==> src/rtl/mem_pkg.sv <==
// Shared definitions for the memory-stage data port: FSM state type and default timeout.
package mem_pkg;

    typedef enum logic [1:0] {
        IDLE = 2'd0,
        REQ  = 2'd1,
        DONE = 2'd2
    } state_t;

    localparam int TIMEOUT_DEFAULT = 255;

endpackage

==> src/rtl/dmem_timer.sv <==
// Wait-cycle counter for an outstanding RAM request; flags the increment that reaches TIMEOUT.
module dmem_timer #(
    parameter int TIMEOUT = 255
) (
    input  logic clk,
    input  logic reset,
    input  logic i_clr,
    input  logic i_inc,
    output logic o_expired
);

    localparam int CW = $clog2(TIMEOUT + 1);

    logic [CW-1:0] r_count;
    logic [CW:0]   w_next;

    assign w_next = {1'b0, r_count} + {{CW{1'b0}}, 1'b1};
    // High in the cycle whose increment lands the count on TIMEOUT, so the port can leave REQ on that edge.
    assign o_expired = i_inc && (w_next == (CW+1)'(TIMEOUT));

    always_ff @(posedge clk) begin
        if (!reset) begin
            r_count <= '0;
        end else if (i_clr) begin
            r_count <= '0;
        end else if (i_inc) begin
            r_count <= w_next[CW-1:0];
        end
    end

endmodule

==> src/rtl/dmem_port.sv <==
// Memory-stage data port: ready/valid access to a variable-latency RAM with pipeline stall,
// load-data return and sticky misalign/timeout flags.
module dmem_port
    import mem_pkg::*;
#(
    parameter int AW      = 32,
    parameter int DW      = 32,
    parameter int TIMEOUT = TIMEOUT_DEFAULT
) (
    input  logic          clk,
    input  logic          reset,
    input  logic          memreadM,
    input  logic          memwriteM,
    input  logic [AW-1:0] addrM,
    input  logic [DW-1:0] writedataM,
    output logic [DW-1:0] readdataM,
    output logic          stallM,
    output logic          misalignM,
    output logic          timeoutM,
    output logic          mem_req,
    output logic          mem_we,
    output logic [AW-1:0] mem_addr,
    output logic [DW-1:0] mem_wdata,
    input  logic [DW-1:0] mem_rdata,
    input  logic          mem_ready,
    output logic [1:0]    o_dbg_state
);

    state_t        r_state;
    state_t        w_next_state;
    logic          w_access;
    logic          w_aligned;
    logic          w_start;
    logic          w_timer_clr;
    logic          w_timer_inc;
    logic          w_expired;
    logic [DW-1:0] r_readdata;
    logic          r_mem_req;
    logic          r_mem_we;
    logic [AW-1:0] r_mem_addr;
    logic [DW-1:0] r_mem_wdata;
    logic          r_misalign;
    logic          r_timeout;

    assign w_access  = memreadM | memwriteM;
    assign w_aligned = (addrM[1:0] == 2'b00);
    assign w_start   = (r_state == IDLE) && w_access && w_aligned;

    dmem_timer #(.TIMEOUT(TIMEOUT)) u_timer (
        .clk       (clk),
        .reset     (reset),
        .i_clr     (w_timer_clr),
        .i_inc     (w_timer_inc),
        .o_expired (w_expired)
    );

    always_comb begin
        w_next_state = r_state;
        w_timer_clr  = 1'b0;
        w_timer_inc  = 1'b0;
        case (r_state)
            IDLE: begin
                if (w_start) begin
                    w_next_state = REQ;
                    w_timer_clr  = 1'b1;
                end
            end
            REQ: begin
                if (mem_ready) begin
                    w_next_state = DONE;
                end else begin
                    w_timer_inc = 1'b1;
                    if (w_expired) begin
                        w_next_state = DONE;
                    end
                end
            end
            DONE:    w_next_state = IDLE;
            default: w_next_state = IDLE;
        endcase
    end

    // r_mem_we stays high for the whole REQ window, so it doubles as the load/store marker.
    always_ff @(posedge clk) begin
        if (!reset) begin
            r_state     <= IDLE;
            r_readdata  <= '0;
            r_mem_req   <= 1'b0;
            r_mem_we    <= 1'b0;
            r_mem_addr  <= '0;
            r_mem_wdata <= '0;
            r_misalign  <= 1'b0;
            r_timeout   <= 1'b0;
        end else begin
            r_state <= w_next_state;
            if (r_state == IDLE && w_access && !w_aligned) begin
                r_misalign <= 1'b1;
            end
            if (w_start) begin
                r_mem_req   <= 1'b1;
                r_mem_we    <= memwriteM;
                r_mem_addr  <= {addrM[AW-1:2], 2'b00};
                r_mem_wdata <= writedataM;
            end
            if (r_state == REQ) begin
                if (mem_ready) begin
                    r_mem_req <= 1'b0;
                    r_mem_we  <= 1'b0;
                    if (!r_mem_we) begin
                        r_readdata <= mem_rdata;
                    end
                end else if (w_expired) begin
                    r_mem_req <= 1'b0;
                    r_mem_we  <= 1'b0;
                    r_timeout <= 1'b1;
                    if (!r_mem_we) begin
                        r_readdata <= '0;
                    end
                end
            end
        end
    end

    assign stallM      = reset && (w_start || (r_state == REQ));
    assign readdataM   = r_readdata;
    assign mem_req     = r_mem_req;
    assign mem_we      = r_mem_we;
    assign mem_addr    = r_mem_addr;
    assign mem_wdata   = r_mem_wdata;
    assign misalignM   = r_misalign;
    assign timeoutM    = r_timeout;
    assign o_dbg_state = r_state;

endmodule

==> config.mk <==
export PLATFORM = sky130hd
export DESIGN_NAME = dmem_port
export DESIGN_NICKNAME = d
export VERILOG_FILES = /design/src/rtl/mem_pkg.sv /design/src/rtl/dmem_timer.sv /design/src/rtl/dmem_port.sv
export SDC_FILE = /design/constraint.sdc
export NUM_CORES = 1
export LEC_CHECK = 0
export ABC_AREA = 1
export CORE_MARGIN = 10
export CORE_UTILIZATION = 43
export CTS_BUF_LIST = sky130_fd_sc_hd__clkbuf_2 sky130_fd_sc_hd__clkbuf_4 sky130_fd_sc_hd__clkbuf_8
export DETAILED_ROUTE_END_ITERATION = 12
export GPL_ROUTABILITY_DRIVEN = 0
export PLACE_DENSITY = 0.85
export REMOVE_ABC_BUFFERS = 1
export SETUP_SLACK_MARGIN = 0.4
export SLEW_MARGIN = 25
export SYNTH_ARGS = -nofsm -noshare
export SYNTH_HDL_FRONTEND = slang
export SYNTH_SLANG_ARGS = --single-unit
==> constraint.sdc <==
create_clock -name clk -period 4.4 [get_ports clk]
set_input_delay 0.66 -clock clk [delete_from_list [all_inputs] [get_ports clk]]
set_output_delay 0.66 -clock clk [all_outputs]
set_load 0.005 [all_outputs]
==> flow_summary.json, run 1 <==
{
  "status": "finished, final reports clean",
  "path_common_cell": "clkdlybuf4s50_1",
  "h-tree-depth": 3,
  "final_layout_size_suffix_gt1_share_pct": 7.34,
  "worst-path-max-fanout": 67,
  "diodes": 0,
  "crit_path_end_kind": "output port",
  "crit_slowest_cell": "clkdlybuf4s50_1",
  "max_freq_mhz": 317,
  "cts_tree": "done",
  "dr.pass1.iters": 4,
  "synth_area_leaders": "dfxtp_1 (52%), nand3_1 (12%), a21oi_1 (12%)",
  "antenna_left": 0,
  "syn_area_sq_mm": 0.00417,
  "synth_seq_cells": 108,
  "cts_hold_buf": 0,
  "setup_viol": 0,
  "fin_util_pct": 68.7,
  "seq_area_frac_synth_pct": 51.8,
  "placed_cells_incl_taps": 820,
  "avgSynthCellArea_sq_um": 7.92,
  "grt_pass1_vias": 4192,
  "muxShareOfSynthArea_pct": 0,
  "final_hold_viol_count": 0,
  "crit_chain": "clkdlybuf4s50_1, nor2_1, nor3_2, nand2_2, buf_4, a21oi_1, clkdlybuf4s50_1",
  "whs_path_depth": 2,
  "clk_path_buf_depth": 2,
  "hold_start": "mem_req",
  "worst-r2r-cell-count": 7,
  "synth_cell_type_count": 28,
  "startpoint_type": "primary input",
  "p_per_area_mw_per_mm2": 297,
  "die_h_um": 119,
  "routed_wl_um": 14200,
  "place_hpwl_um": 10400,
  "slowest_delay_ns": 0.52,
  "skew_ns": 0.0199,
  "p_leak_uw": 0.00223,
  "synth-xor-area-share_pct": 0.210,
  "wl_per_cell_um": 17.0,
  "dieArea_sq_mm": 0.0140,
  "synth_top_family_by_area": "simple AND/OR/NAND/NOR gates",
  "port_buffers": 201,
  "drt-initial-drc-count": 283,
  "postCtsSetupBuffers": 0,
  "yosysTopAreaCellShare_pct": 51.8,
  "critical_path_class": "in -> out",
  "whs_ns": 0.460,
  "clk_pin_slew_ns": 0.09,
  "clkLatencyLatePin_ns": 0.35,
  "grt_max_degree": 98,
  "drv_slew": 0,
  "required_ns": 3.74,
  "hold_path.class": "reg -> reg",
  "synthSimpleGateAreaFrac_pct": 26.2,
  "vias": 4234,
  "r2r_end": "readdataM[31]",
  "cts_buffers": 9,
  "postLayoutCellArea_sq_mm": 0.00641,
  "finalCriticalPeriod_ns": 3.15,
  "stdcell_count": 837,
  "rsz0062_at_grt": "false",
  "placed_cell_area_sq_mm": 0.00620,
  "initial_utilization_pct": 44.7,
  "period_share_pct": 71.6,
  "ctsResizeCount": 0,
  "vdd_drop_max_mv": 0.184,
  "min_to": "mem_req",
  "synthCells": 527,
  "layout_common_cells": "clkdlybuf4s50_1 (201), nand2_1 (109), dfxtp_1 (108), nand3_1 (101), a21oi_1 (98)",
  "syn_to_final_growth_pct": 53.7,
  "std_cell_rows": 35,
  "synth-adder-area-share_pct": 0.600,
  "ioPinCount": 204,
  "max_cap_viol_count": 0,
  "grt_overflow": 0,
  "grt_usage_pct": 19.1,
  "cts.sinks": 108,
  "grt_antenna_before_repair": 0,
  "r2r_start": "o_dbg_state[0]",
  "synth_compound_area_share_pct": 14.3,
  "grt_pass1_wl_um": 22200,
  "synth_warnings": 0,
  "core-area_sq_mm": 0.00933,
  "root_buffer": "clkbuf_8",
  "rrSetupSlack_ns": 2.36,
  "routed_via_density": 5.06,
  "maxSlewHeadroom_pct": 49.3,
  "layout_commonest_cell": "clkdlybuf4s50_1",
  "die_w_um": 119,
  "final_nets": 806,
  "arrival_ns": 2.49,
  "synth_top_cell_by_area": "dfxtp_1",
  "power_uw": 1900,
  "drc_errors": 0,
  "tightest_slew_ns": 0.759
}
==> cell families after synthesis <==
family | Yosys count
xor+xnor | 1
fa+ha+maj | 2
buf+inv | 63
simple gates | 240
compound gates | 112
other cells | 1
flops | 108
==> worst max-delay path, delay by kind of cell <==
family	cells	cell delay [ns]
compound gates	1	0.21
buf+inv	3	1.32
simple gates	3	0.28
==> layout make-up <==
type	instances	area [sq um]
inverters	20	75.1
repair buffers	207	2080
clock buffers	11	145
flip-flops and latches	108	2160
well taps	129	161
clock inverters	5	43.8
fillers	742	2920
multi-input cells	357	1750
==> report_power, final <==
part / internal (uW) / switching, uW
sequential: 1010 / 20.1
combinational: 170 / 132
clock: 236 / 335
==> flip-flops by register name, indices dropped and copies added, names as in the netlist <==
name,flops
mem_wdata,32
readdataM,32
mem_addr,30
u_timer.r_count,8
o_dbg_state,2
mem_req,1
mem_we,1
misalignM,1
timeoutM,1
==> through the flow <==
stage          setup WS, ns  TNS [ns]
2_1_floorplan         -2.73   -157.74
3_3_place_gp           1.25         0
3_5_place_dp           1.24         0
4_1_cts                1.23         0
5_1_grt                1.12         0
6_report               1.25         0
==> Yosys cell counts, drive strengths merged <==
cell type / n
conb: 1
nand3: 101
nor3: 1
dfxtp: 108
xnor2: 1
a21oi: 104
buf: 13
a211oi: 1
or2: 1
clkbuf: 30
o211ai: 3
o21a: 1
o21bai: 1
o21ai: 2
nor2: 11
inv: 20
nand2: 126
ha: 2
==> worst max-delay path by stage <==
stage / end / slack (ns) / startpoint / cells past startpoint
global route: stallM / 1.12 / memreadM / 7
detailed placement: stallM / 1.24 / memwriteM / 7
global placement: stallM / 1.25 / memwriteM / 7
finish: stallM / 1.25 / memwriteM / 7
CTS: stallM / 1.23 / memwriteM / 7
floorplan: stallM / -2.73 / memreadM / 4
==> routing by layer <==
metal	track usage (%)	part of all wire, %	vias to the layer above
li1	-	-	2096
met1	20.3	38	1976
met2	35.0	54	146
met3	5.19	6.4	16
met4	7.40	2.0	0
met5	0	0	-
No activity file was read; power rests on OpenSTA's default activity.
==> inputs of run 2 (changes only) <==
--- a/config.mk
+++ b/config.mk
@@ -7,11 +7,11 @@
 export LEC_CHECK = 0
 export ABC_AREA = 1
 export CORE_MARGIN = 10
-export CORE_UTILIZATION = 43
+export CORE_UTILIZATION = 42
 export CTS_BUF_LIST = sky130_fd_sc_hd__clkbuf_2 sky130_fd_sc_hd__clkbuf_4 sky130_fd_sc_hd__clkbuf_8
 export DETAILED_ROUTE_END_ITERATION = 12
 export GPL_ROUTABILITY_DRIVEN = 0
-export PLACE_DENSITY = 0.85
+export PLACE_DENSITY = 0.83
 export REMOVE_ABC_BUFFERS = 1
 export SETUP_SLACK_MARGIN = 0.4
 export SLEW_MARGIN = 25
==> constraint.sdc (replaced) <==
create_clock -name clk -period 3.3 [get_ports clk]
set_input_delay 0.495 -clock clk [delete_from_list [all_inputs] [get_ports clk]]
set_output_delay 0.495 -clock clk [all_outputs]
set_load 0.005 [all_outputs]
==> run 2 against run 1 <==
Compared with the run above:
- final cell count rose by 0.48%
- clock power increased by 35%
- sequential share of layout area about the same
- die area is 2.0% higher
- hold slack about the same
- sequential power rose by 34%
- largest cell class unchanged
- total power grew 33%
- highest routed layer unchanged
- non-clock buffer count stayed put
- register-to-register slack got worse by 1.1 ns
- critical path depth is 1 lower
- worst setup slack got worse by 0.33 ns
- first-iteration DRC count up 20%
==> flow_summary.json, run 2 (synthesis gave the netlist of run 1 again) <==
{
  "crit_slowest_cell": "clkdlybuf4s50_1",
  "hold_path.class": "reg -> reg",
  "critical_path_class": "in -> out",
  "drc_errors": 0,
  "clk_path_buf_depth": 2,
  "max_cap_viol_count": 0,
  "postCtsSetupBuffers": 0,
  "dr.pass1.iters": 4,
  "r2r_end": "readdataM[23]",
  "cts_buffers": 9,
  "root_buffer": "clkbuf_8",
  "fillers": 827,
  "cts_hold_buf": 0,
  "whs_path_depth": 2,
  "path_common_cell": "clkdlybuf4s50_1",
  "diodes": 0,
  "finalCriticalPeriod_ns": 2.39,
  "initial_utilization_pct": 42.9,
  "core-area_sq_mm": 0.00973,
  "clkLatencyLatePin_ns": 0.36,
  "routed_wl_um": 13700,
  "ctsResizeCount": 0,
  "dieArea_sq_mm": 0.0143,
  "rsz0062_at_grt": "false",
  "arrival_ns": 1.89,
  "routed_via_density": 5.07,
  "timing.final.ws_setup_ns": 0.914,
  "die_w_um": 120,
  "cts_tree": "done",
  "vdd_drop_max_mv": 0.263,
  "drt-initial-drc-count": 341,
  "grt_usage_pct": 18.1,
  "rrSetupSlack_ns": 1.22,
  "tightest_slew_ns": 0.777,
  "layout_commonest_cell": "clkdlybuf4s50_1",
  "r2r_start": "o_dbg_state[0]",
  "p_leak_uw": 0.00222,
  "min_to": "misalignM",
  "grt_pass1_wl_um": 21600,
  "port_buffers": 201,
  "place_hpwl_um": 9960,
  "antenna_left": 0,
  "path_buf_inv": 2,
  "placed_cell_area_sq_mm": 0.00621,
  "std_cell_rows": 36,
  "wl_per_cell_um": 16.3,
  "hold_start": "misalignM",
  "startpoint_type": "primary input",
  "maxSlewHeadroom_pct": 48.2,
  "status": "finished, final reports clean",
  "slowest_delay_ns": 0.52,
  "layout_common_cells": "clkdlybuf4s50_1 (201), nand2_1 (109), dfxtp_1 (108), nand3_1 (101), a21oi_1 (98)",
  "required_ns": 2.80,
  "crit_chain": "clkdlybuf4s50_1, nor2_1, nor3_2, nand2_2, a21oi_1, clkdlybuf4s50_1",
  "setup-tns-final_ns": 0,
  "cts.sinks": 108,
  "grt_max_degree": 98,
  "worst-r2r-cell-count": 7,
  "cpLargestDelayFamily": "buffers and inverters",
  "final_layout_size_suffix_gt1_share_pct": 7.34,
  "ioPinCount": 204,
  "max_freq_mhz": 419,
  "grt_pass1_vias": 4260,
  "period_share_pct": 72.3,
  "crit_path_end_kind": "output port",
  "grt_overflow": 0,
  "power_uw": 2540,
  "h-tree-depth": 3,
  "setup_viol": 0,
  "skew_ns": 0.0159,
  "drv_slew": 0,
  "clk_pin_slew_ns": 0.11,
  "die_h_um": 120,
  "dp_slack_ns": 0.806,
  "syn_to_final_growth_pct": 53.5,
  "p_per_area_mw_per_mm2": 397,
  "worst-path-max-fanout": 2,
  "grt_antenna_before_repair": 0,
  "vias": 4265,
  "final_nets": 806,
  "postLayoutCellArea_sq_mm": 0.00640,
  "final_hold_viol_count": 0
}
-- run 2: cell types whose count changed in the layout (fill, tap and decap cells not counted), sizes merged --
| cell | previous run | this run |
|---|---|---|
| clkbuf | 11 | 12 |
| clkinvlp | 0 | 1 |
| inv | 22 | 20 |
-- run 2: stage by stage --
step	instances	utilization, %	hold WS [ns]
after floorplan	485	-	0.439
after global placement	825	63.8	0.436
after detailed placement	825	63.8	0.448
after CTS	841	65.8	0.462
after global routing	841	65.8	0.482
final	841	65.8	0.460
-- run 2: worst max-delay path by stage --
stage,start,end,slack [ns],cells after the start
finish,memwriteM,stallM,0.91,6
global route,memwriteM,stallM,0.86,6
CTS,memwriteM,stallM,0.91,6
detailed placement,memwriteM,u_timer.r_count[4],0.81,9
global placement,memwriteM,stallM,0.92,6
floorplan,memreadM,stallM,-3.50,4
-- run 2: layer usage --
layer  vias to the layer above  track usage, %  routed length (um)  part of all wire [%]
li1                       2094               -                   -                     -
met5                         -               0                   0                     0
met4                         0            7.54                 271                   2.0
met1                      2036            19.1                5140                    37
met2                       121            32.3                7240                    53
met3                        14            6.19                1060                   7.7
-- run 2: worst reg2reg max path, stage by stage (launching register included) --
cell and delay, ns:
dfxtp_1 0.38, inv_1 0.05, nor2_1 0.12, inv_1 0.12, nor2_4 0.61, nand2_4 0.41
nand2_1 0.19, a21oi_1 0.07
-- run 2: area by class of cell --
type	instances	area, sq um	area share, %
Timing Repair Buffer	207	2060	32.2
Multi-Input combinational cell	357	1750	27.3
Inverter	20	75.1	1.17
Clock inverter	4	33.8	0.527
Clock buffer	12	159	2.48
Sequential cell	108	2160	33.8
Tap cell	133	166	2.60
-- run 2: where the power goes --
group	leakage [uW]	internal, uW	switching (uW)	total [uW]
Combinational	0.00125	224	172	396
Sequential	0.000877	1350	25.9	1380
Clock	0.0000962	329	439	769
Total	0.00222	1900	637	2540
==> inputs of run 3 (changes only) <==
==> constraint.sdc (replaced) <==
create_clock -name clk -period 2.4 [get_ports clk]
set_input_delay 0.36 -clock clk [delete_from_list [all_inputs] [get_ports clk]]
set_output_delay 0.36 -clock clk [all_outputs]
set_load 0.005 [all_outputs]
==> run 3 against run 2 <==
Compared with the run above:
- combinational power rose by 40%
- worst setup slack got worse by 0.41 ns
- die area did not move
- clock skew fell by 0.0023 ns
- via count fell by 0.87%
- hold slack got worse by 0.0090 ns
- utilization rose by 0.42 points
- clock power rose by 30%
- clock-buffer cell count fell by 1
- sequential share of layout area fell by 0.22 points
- critical path depth did not move
- largest cell class unchanged
- largest power group unchanged
==> flow_summary.json, run 3 (synthesis gave the netlist of run 1 again) <==
{
  "clk_pin_slew_ns": 0.10,
  "layout_common_cells": "clkdlybuf4s50_1 (200), nand2_1 (109), dfxtp_1 (108), nand3_1 (101), a21oi_1 (98)",
  "root_buffer": "clkbuf_8",
  "status": "finished, final reports clean",
  "worst-r2r-cell-count": 13,
  "routed_wl_um": 13700,
  "wl_per_cell_um": 16.3,
  "drc_errors": 0,
  "clk_path_buf_depth": 2,
  "final_layout_size_suffix_gt1_share_pct": 7.87,
  "finalCriticalPeriod_ns": 1.90,
  "cts_buffers": 9,
  "core-area_sq_mm": 0.00973,
  "grt_busiest_layer": "met2",
  "cts_hold_buf": 0,
  "final_hold_viol_count": 0,
  "grt_max_degree": 98,
  "dr.pass1.iters": 5,
  "cts.sinks": 108,
  "critical_path_class": "in -> out",
  "arrival_ns": 1.54,
  "skew_ns": 0.0136,
  "drt-initial-drc-count": 361,
  "die_h_um": 120,
  "p_leak_uw": 0.00223,
  "vdd_drop_max_mv": 0.392,
  "antenna_left": 0,
  "syn_to_final_growth_pct": 54.5,
  "grt_overflow": 0,
  "dieArea_sq_mm": 0.0143,
  "grt_use_met1_pct": 18.0,
  "grt_pass1_vias": 4167,
  "required_ns": 2.04,
  "vias": 4228,
  "clkLatencyLatePin_ns": 0.36,
  "use_met3_pct": 6.66,
  "diodes": 0,
  "setup-tns-final_ns": 0,
  "max_freq_mhz": 527,
  "r2r_start": "u_timer.r_count[0]",
  "hold_path.class": "reg -> reg",
  "period_share_pct": 79.1,
  "drv_slew": 0,
  "max_cap_viol_count": 0,
  "power_uw": 3450,
  "worst-path-max-fanout": 2,
  "dp_slack_ns": 0.222,
  "setup_viol": 0,
  "grt_util_met2_pct": 32.6,
  "port_buffers": 201,
  "crit_path_end": "stallM",
  "grt_pass1_wl_um": 21100,
  "cts_tree": "done",
  "ioPinCount": 204,
  "timing.final.ws_setup_ns": 0.502,
  "startpoint_type": "primary input",
  "grt_antenna_before_repair": 0,
  "std_cell_rows": 36,
  "rrSetupSlack_ns": 0.59,
  "rsz0062_at_grt": "true",
  "h-tree-depth": 3,
  "routed_via_density": 5.00,
  "p_per_area_mw_per_mm2": 535,
  "layout_commonest_cell": "clkdlybuf4s50_1",
  "crit_start": "memwriteM",
  "die_w_um": 120,
  "tightest_slew_ns": 0.643,
  "final_nets": 810,
  "grt_usage_pct": 17.8,
  "maxSlewHeadroom_pct": 57.2,
  "initial_utilization_pct": 42.9,
  "place_hpwl_um": 10000,
  "crit_path_end_kind": "output port",
  "r2r_end": "readdataM[14]"
}
[run 3: worst max-delay path: stages]
cell	delay, ns
clkdlybuf4s50_1	0.49
nor2_1	0.06
nor3_2	0.15
nand2_2	0.08
a21oi_1	0.14
dlygate4sd2_1	0.26
[run 3: per-stage QoR]
stage          util, %  hold slack, ns  instance area [sq um]  cells
4_1_cts           66.0           0.455                   6420    844
6_report          66.3           0.451                   6450    845
2_1_floorplan        -           0.439                   3970    485
5_1_grt           66.3           0.483                   6450    845
3_5_place_dp      64.2           0.440                   6240    828
3_3_place_gp      64.2           0.434                   6240    828
[run 3: worst min path at each step]
stage	startpoint	endpoint	slack [ns]	cells after the start
after floorplan	mem_req	mem_req	0.44	2
after global placement	mem_req	mem_req	0.43	2
final	mem_req	mem_req	0.45	2
after global routing	mem_addr[26]	mem_addr[26]	0.48	2
after detailed placement	mem_req	mem_req	0.44	2
after CTS	mem_req	mem_req	0.46	2
[run 3: area by class of cell]
class / instances / area (sq um)
Clock buffer: 11 / 139
Multi-Input combinational cell: 358 / 1780
Inverter: 20 / 75.1
Tap cell: 133 / 166
Fill cell: 826 / 3280
Timing Repair Buffer: 210 / 2090
Clock inverter: 5 / 36.3
Sequential cell: 108 / 2160
[run 3: timing repair]
| action | in CTS | in global routing |
|---|---|---|
| gates resized for setup | 1 | 2 |
| pin swaps | 1 | 1 |
| endpoints found under the hold margin | 0 | 0 |
| setup buffers | 0 | 0 |
| gates cloned | 0 | 1 |
| setup endpoints to repair | 1 | 33 |
[run 3: power breakdown]
group | total (uW) | switching, uW | internal, uW
combinational | 556 | 242 | 314
clock | 998 | 595 | 403
sequential | 1890 | 35.5 | 1860
total | 3450 | 873 | 2570
[run 3: per-layer routing]
layer | wire (um) | up-vias | part of all wire [%]
li1 | - | 2102 | -
met1 | 5030 | 1971 | 37
met2 | 7310 | 136 | 53
met3 | 1100 | 19 | 8.0
met4 | 308 | 0 | 2.2
met5 | 0 | - | 0
